**src/rtl/pipelined_select_adder_if.sv**
```systemverilog
// Operand/result handshake bundle for pipelined_select_adder.
// The master side issues operands and consumes results; the slave side is the adder.
interface pipelined_select_adder_if #(
  parameter int WIDTH = 32
);
  logic             in_valid;
  logic             in_ready;
  logic [WIDTH-1:0] a;
  logic [WIDTH-1:0] b;
  logic             sub;
  logic             c_in;
  logic             out_valid;
  logic             out_ready;
  logic [WIDTH-1:0] s;
  logic             c_out;
  logic             c_in_msb;
  logic             overflow;

  modport master (
    output in_valid, a, b, sub, c_in, out_ready,
    input  in_ready, out_valid, s, c_out, c_in_msb, overflow
  );

  modport slave (
    input  in_valid, a, b, sub, c_in, out_ready,
    output in_ready, out_valid, s, c_out, c_in_msb, overflow
  );
endinterface

```
**src/rtl/pipelined_select_adder.sv**
```systemverilog
// WIDTH-bit carry-select adder/subtractor split into STAGES segment-wide pipeline stages
// behind a global-stall valid/ready handshake. Define PSA_SATURATE_EN to clamp s on overflow.
module pipelined_select_adder #(
  parameter int WIDTH  = 32,
  parameter int STAGES = 2
) (
  input logic                     clock,
  input logic                     reset,
  pipelined_select_adder_if.slave bus
);
  localparam int SEG = WIDTH / STAGES;

  logic             adv;
  logic [WIDTH-1:0] bx;
  logic             cx;

  assign bx           = bus.sub ? ~bus.b : bus.b;
  assign cx           = bus.sub | bus.c_in;
  assign adv          = !g_stage[STAGES-1].valid_q || bus.out_ready;
  assign bus.in_ready = adv;

  for (genvar k = 0; k < STAGES; k++) begin : g_stage
    localparam int HI  = (k + 1) * SEG;  // result bits resolved once this stage is loaded
    localparam int SRC = WIDTH - k * SEG; // operand bits still unresolved on entry

    logic [SRC-1:0] src_a;
    logic [SRC-1:0] src_b;
    logic           src_c;
    logic           src_v;
    logic [SEG:0]   sum_c0;
    logic [SEG:0]   sum_c1;
    logic [SEG:0]   sum_sel;
    logic [HI-1:0]  res_wrap;
    logic [HI-1:0]  res_d;
    logic [HI-1:0]  res_q;
    logic           valid_q;
    logic           carry_q;

    if (k == 0) begin : g_head
      assign src_a    = bus.a;
      assign src_b    = bx;
      assign src_c    = cx;
      assign src_v    = bus.in_valid;
      assign res_wrap = sum_sel[SEG-1:0];
    end else begin : g_body
      assign src_a    = g_stage[k-1].g_skew.a_sk_q;
      assign src_b    = g_stage[k-1].g_skew.b_sk_q;
      assign src_c    = g_stage[k-1].carry_q;
      assign src_v    = g_stage[k-1].valid_q;
      assign res_wrap = {sum_sel[SEG-1:0], g_stage[k-1].res_q};
    end

    // Both candidate sums are ready before the previous segment's carry arrives.
    assign sum_c0  = {1'b0, src_a[SEG-1:0]} + {1'b0, src_b[SEG-1:0]};
    assign sum_c1  = {1'b0, src_a[SEG-1:0]} + {1'b0, src_b[SEG-1:0]} + {{SEG{1'b0}}, 1'b1};
    assign sum_sel = src_c ? sum_c1 : sum_c0;

    if (k < STAGES - 1) begin : g_skew
      logic [SRC-SEG-1:0] a_sk_q;
      logic [SRC-SEG-1:0] b_sk_q;

      assign res_d = res_wrap;

      always_ff @(posedge clock) begin
        if (reset) begin
          a_sk_q <= '0;
          b_sk_q <= '0;
        end else if (adv) begin
          a_sk_q <= src_a[SRC-1:SEG];
          b_sk_q <= src_b[SRC-1:SEG];
        end
      end
    end else begin : g_tail
      logic cmsb_d;
      logic cmsb_q;

      // Carry into the top bit, recovered from the top bit's own sum equation.
      assign cmsb_d = src_a[SEG-1] ^ src_b[SEG-1] ^ sum_sel[SEG-1];

`ifdef PSA_SATURATE_EN
      assign res_d = (sum_sel[SEG] ^ cmsb_d)
                   ? {src_a[SEG-1], {(WIDTH-1){~src_a[SEG-1]}}}
                   : res_wrap;
`else
      assign res_d = res_wrap;
`endif

      always_ff @(posedge clock) begin
        if (reset)
          cmsb_q <= 1'b0;
        else if (adv)
          cmsb_q <= cmsb_d;
      end
    end

    // NOTE: every register uses <= so each stage samples its neighbour's pre-edge value;
    // data is cleared on reset too, so s reads 0 rather than a stale sum.
    always_ff @(posedge clock) begin
      if (reset) begin
        valid_q <= 1'b0;
        carry_q <= 1'b0;
        res_q   <= '0;
      end else if (adv) begin
        valid_q <= src_v;
        carry_q <= sum_sel[SEG];
        res_q   <= res_d;
      end
    end
  end

  assign bus.out_valid = g_stage[STAGES-1].valid_q;
  assign bus.s         = g_stage[STAGES-1].res_q;
  assign bus.c_out     = g_stage[STAGES-1].carry_q;
  assign bus.c_in_msb  = g_stage[STAGES-1].g_tail.cmsb_q;
  assign bus.overflow  = g_stage[STAGES-1].carry_q ^ g_stage[STAGES-1].g_tail.cmsb_q;
endmodule
```
**src/flat_wrapper.sv**
```systemverilog
// flat-port wrapper written by rule: the top's interface ports become plain ports
module pipelined_select_adder_flat 
#(
  parameter int WIDTH  = 32,
  parameter int STAGES = 2
)
  (clock, reset, bus_in_valid, bus_a, bus_b, bus_sub, bus_c_in, bus_out_ready, bus_in_ready, bus_out_valid, bus_s, bus_c_out, bus_c_in_msb, bus_overflow);
  pipelined_select_adder_if #(.WIDTH(WIDTH)) bus_i ();
  input logic clock;
  input logic reset;
  input wire logic [$bits(bus_i.in_valid)-1:0] bus_in_valid;
  input wire logic [$bits(bus_i.a)-1:0] bus_a;
  input wire logic [$bits(bus_i.b)-1:0] bus_b;
  input wire logic [$bits(bus_i.sub)-1:0] bus_sub;
  input wire logic [$bits(bus_i.c_in)-1:0] bus_c_in;
  input wire logic [$bits(bus_i.out_ready)-1:0] bus_out_ready;
  output wire logic [$bits(bus_i.in_ready)-1:0] bus_in_ready;
  output wire logic [$bits(bus_i.out_valid)-1:0] bus_out_valid;
  output wire logic [$bits(bus_i.s)-1:0] bus_s;
  output wire logic [$bits(bus_i.c_out)-1:0] bus_c_out;
  output wire logic [$bits(bus_i.c_in_msb)-1:0] bus_c_in_msb;
  output wire logic [$bits(bus_i.overflow)-1:0] bus_overflow;
  assign bus_i.in_valid = bus_in_valid;
  assign bus_i.a = bus_a;
  assign bus_i.b = bus_b;
  assign bus_i.sub = bus_sub;
  assign bus_i.c_in = bus_c_in;
  assign bus_i.out_ready = bus_out_ready;
  assign bus_in_ready = bus_i.in_ready;
  assign bus_out_valid = bus_i.out_valid;
  assign bus_s = bus_i.s;
  assign bus_c_out = bus_i.c_out;
  assign bus_c_in_msb = bus_i.c_in_msb;
  assign bus_overflow = bus_i.overflow;
  pipelined_select_adder #(.WIDTH(WIDTH), .STAGES(STAGES)) u_core (.clock(clock), .reset(reset), .bus(bus_i));
endmodule
```
**config.mk**
```make
export PLATFORM = sky130hd
export DESIGN_NAME = pipelined_select_adder_flat
export DESIGN_NICKNAME = d
export VERILOG_FILES = /design/src/rtl/pipelined_select_adder_if.sv /design/src/rtl/pipelined_select_adder.sv /design/src/flat_wrapper.sv
export SDC_FILE = /design/constraint.sdc
export NUM_CORES = 1
export LEC_CHECK = 0
export CORE_MARGIN = 10
export CORE_UTILIZATION = 40
export CTS_BUF_LIST = sky130_fd_sc_hd__clkbuf_8
export CTS_CLUSTER_SIZE = 28
export DETAILED_ROUTE_END_ITERATION = 10
export HOLD_SLACK_MARGIN = 0.08
export PLACE_DENSITY_LB_ADDON = 0.1
export SLEW_MARGIN = 20
export SYNTH_ARGS = -nofsm -noshare
export SYNTH_HDL_FRONTEND = slang
export SYNTH_SLANG_ARGS = --single-unit
export TNS_END_PERCENT = 50
```
**constraint.sdc**
```tcl
create_clock -name clock -period 4.46 [get_ports clock]
set_input_delay 0.446 -clock clock [delete_from_list [all_inputs] [get_ports clock]]
set_output_delay 0.446 -clock clock [all_outputs]
set_load 0.02 [all_outputs]
```
==> key figures <==
Die
  • I/O pin total: approximately 110
  • Core area: 0.0140 mm²
  • Die Area: 0.0196 mm²
  • Std cell rows: 43
  • Die Ht: approximately 140 µm
  • Die X-Extent: 140 µm
  • Initial Utilization: approximately 41%

Timing
  • Final setup vio count: 0
  • Minimum clock period: 3.85 ns
  • Highest Clock Rate: 260 MHz
  • Relative slew slack: between 30% and 40%
  • Post-route clock period utilization: 86.3%
  • Fin. Hold Viols: 0
  • RSZ-0062 raised after global routing: no
  • Slew @ Worst Pin: 0.905 ns
  • Setup TNS Final: 0 ns
  • Setup ws final: just over 0.6 ns
  • Max-slew violations: 0
  • Worst Skew: 0.0121 ns

Final layout
  • Syn-to-layout area delta: 22.9%
  • Most frequent cells in the layout: clkdlybuf4s50_1, nand2_1, dfxtp_1, nor2_1, a21oi_1
  • Final std cells w/o fill: 968
  • Layout Nets: 892
  • Most common cell after layout, fill and taps aside: clkdlybuf4s50_1
  • Layout cells sized above 1: 6.73%

Power
  • Pwr dens: 336 mW/mm²
  • Leak: 0.00280 µW
  • Total Power: approximately 2400 µW
  • Worst VDD drop: 128 µV

Synth
  • Seq cells post-synth: 85
  • Syn. warnings: 0
  • EDFF count, synth: 0
  • Ys flop type: dfxtp_1
  • Sequential share of the synthesized area: 29.5%
  • Ys async rst share: 0%
  • Top cell type's share of synthesized area: 29.5%
  • Distinct cell type count after synthesis: 81
  • Post-Syn Nets: roughly 810
  • Post-Syn Area: just under 0.006 mm²
  • Post-synth top area cell: dfxtp_1
  • Syn Area/Cell: 8.24 µm²
  • Leading post-synthesis cells by cell area: dfxtp_1, ha_1, xnor2_1
  • Cell count after synthesis: ~700

Setup path
  • Crit Path Category: flip-flop to flip-flop
  • Critical path startpoint category: flip-flop
  • Worst path required time: between 4 and 5 ns
  • Max FO, Critical Path: 6
  • Crit path DAT: 4.14 ns
  • Nature of the critical path endpoint: flip-flop

Global routing
  • Initial antenna violation count: 1
  • First-pass GRT wire length: 24800 µm
  • GRT Total Usage: 14.8%
  • Grt total ovfl: 0
  • Largest net degree at the start of global routing: between 50 and 60
  • Vias in the first global route: 5039

Place
  • Hpwl dp: 11500 µm
  • Cells after DPL: about 950
  • RD Place Congestion: 0.842
  • Port bufs: 106
  • Pre-CTS setup slack: about 0.36 ns

Routing
  • Routed WL per cell: 15.5 µm
  • Vias: slightly above 5000
  • DRC viols: 0
  • Total routed wirelength: 15000 µm
  • Initial DRC count: about 250
  • Detail Route Antenna Nets: 0
  • TritonRoute pass-1 iters: 4
  • Vias per cell: 5.32

Run
  • Max cap viols: 0

Run status
  • Outcome: finished, final reports clean

Clock tree
  • Post-CTS sizing: 0
  • Sink Count: 85
  • CTS tree: yes
  • CTS Buf Count: 9
  • Post-CTS setup buffers: 0
  • Clock latency on the worst-skew pair: 0.37 ns
  • Clk buf depth: 2
  • Cts hold-fix bufs: 0
  • Clk root buf: clkbuf_8
  • Worst-path clk slew: 0.09 ns
  • Htree depth: 3

Min path
  • Worst Hold Class: flip-flop to flip-flop
state kept, by name (all words and copies together) (netlist names):
signal	cells
u_core.bus.out_valid	1
u_core.g_stage.g_skew.a_sk_q	16
u_core.g_stage.valid_q	1
u_core.bus.c_in_msb	1
u_core.g_stage.res_q	16
u_core.g_stage.g_skew.b_sk_q	16
u_core.g_stage.carry_q	1
u_core.bus.s	32
u_core.bus.c_out	1
cells by family (layout without fill, tap and decap cells):
group | Yosys count | count (layout) | share of synthesized area, %
AOI/OAI and AO/OA | 184 | 184 | 23.4
xor gates and xnor gates | 78 | 78 | 12.0
adders and majority gates | 38 | 38 | 8.49
buffers and inverters | 58 | 144 | 4.81
DFF | 85 | 85 | 29.5
muxes | 5 | 5 | 0.888
other | 0 | 1 | 0
and+or+nand+nor | 253 | 253 | 21.0
cells in the mapped netlist (all sizes together) (3+ instances only):
master	number
nor3b	3
a21oi	61
buf	8
a211oi	44
and2	3
nor2	76
and3	4
dfxtp	85
nor2b	6
nand4	6
a21o	7
nand2	90
a2111oi	3
nor3	17
nand3	13
nand3b	3
xnor2	48
o21ai	21
o31ai	4
inv	17
and4	3
or3	7
or4	3
nor4b	5
nand2b	3
ha	36
xor2	30
o21a	9
a221oi	4
o21bai	4
mux2i	4
clkbuf	32
worst max-delay path, stage by stage, from the launching register on:
cell and delay [ns]:
dfxtp_1 0.33, ha_1 0.22, fa_1 0.43, a21o_2 0.24, a221oi_4 0.44, o21ai_1 0.16, xor2_1 0.45, nor4b_1 0.44
o2111ai_1 0.41, nor3_1 0.30, xor2_1 0.10, a211oi_1 0.24
cell type report:
type,instances,area [µm²]
sequential,85,1700
clock inverter,5,77.6
timing repair buffer,113,1100
antenna,1,2.50
fill,1374,6890
inverter,17,65.1
clock buffer,9,124
multi-input combinational,558,3800
tap,180,225
layer usage:
metal  track usage, %  vias to the layer above  wire length [µm]
met5                0                        -                 0
met3             3.65                       16               700
met2             23.1                       91              6660
li1                 -                     2666                 -
met4             4.67                        0               217
met1             19.5                     2378              7440
where the power goes:
part / internal (µW) / switching, µW
Clock: 307 / 287
Combinational: 402 / 486
Sequential: 852 / 52.4
Total: 1560 / 826
through the flow:
| step | area, µm² | hold WS, ns | util, % |
|---|---|---|---|
| floorplan | 5780 | 0.432 | - |
| global placement | 6890 | 0.439 | 49.3 |
| detailed placement | 6890 | 0.444 | 49.3 |
| CTS | 7090 | 0.455 | 50.7 |
| global route | 7090 | 0.476 | 50.7 |
| finish | 7100 | 0.454 | 50.7 |
final timing paths:
kind | startpoint | endpoint | slack (ns) | depth (start not counted)
setup / recovery | u_core.g_stage[0].g_skew.b_sk_q[0] | u_core.bus.s[29] | 0.61 | 11
hold / removal | u_core.bus.s[5] | u_core.bus.s[5] | 0.45 | 2
setup reg to reg | u_core.g_stage[0].g_skew.b_sk_q[0] | u_core.bus.s[29] | 0.61 | 11
hold reg to reg | u_core.bus.s[5] | u_core.bus.s[5] | 0.45 | 2
No activity file was read; power rests on OpenSTA's default activity.
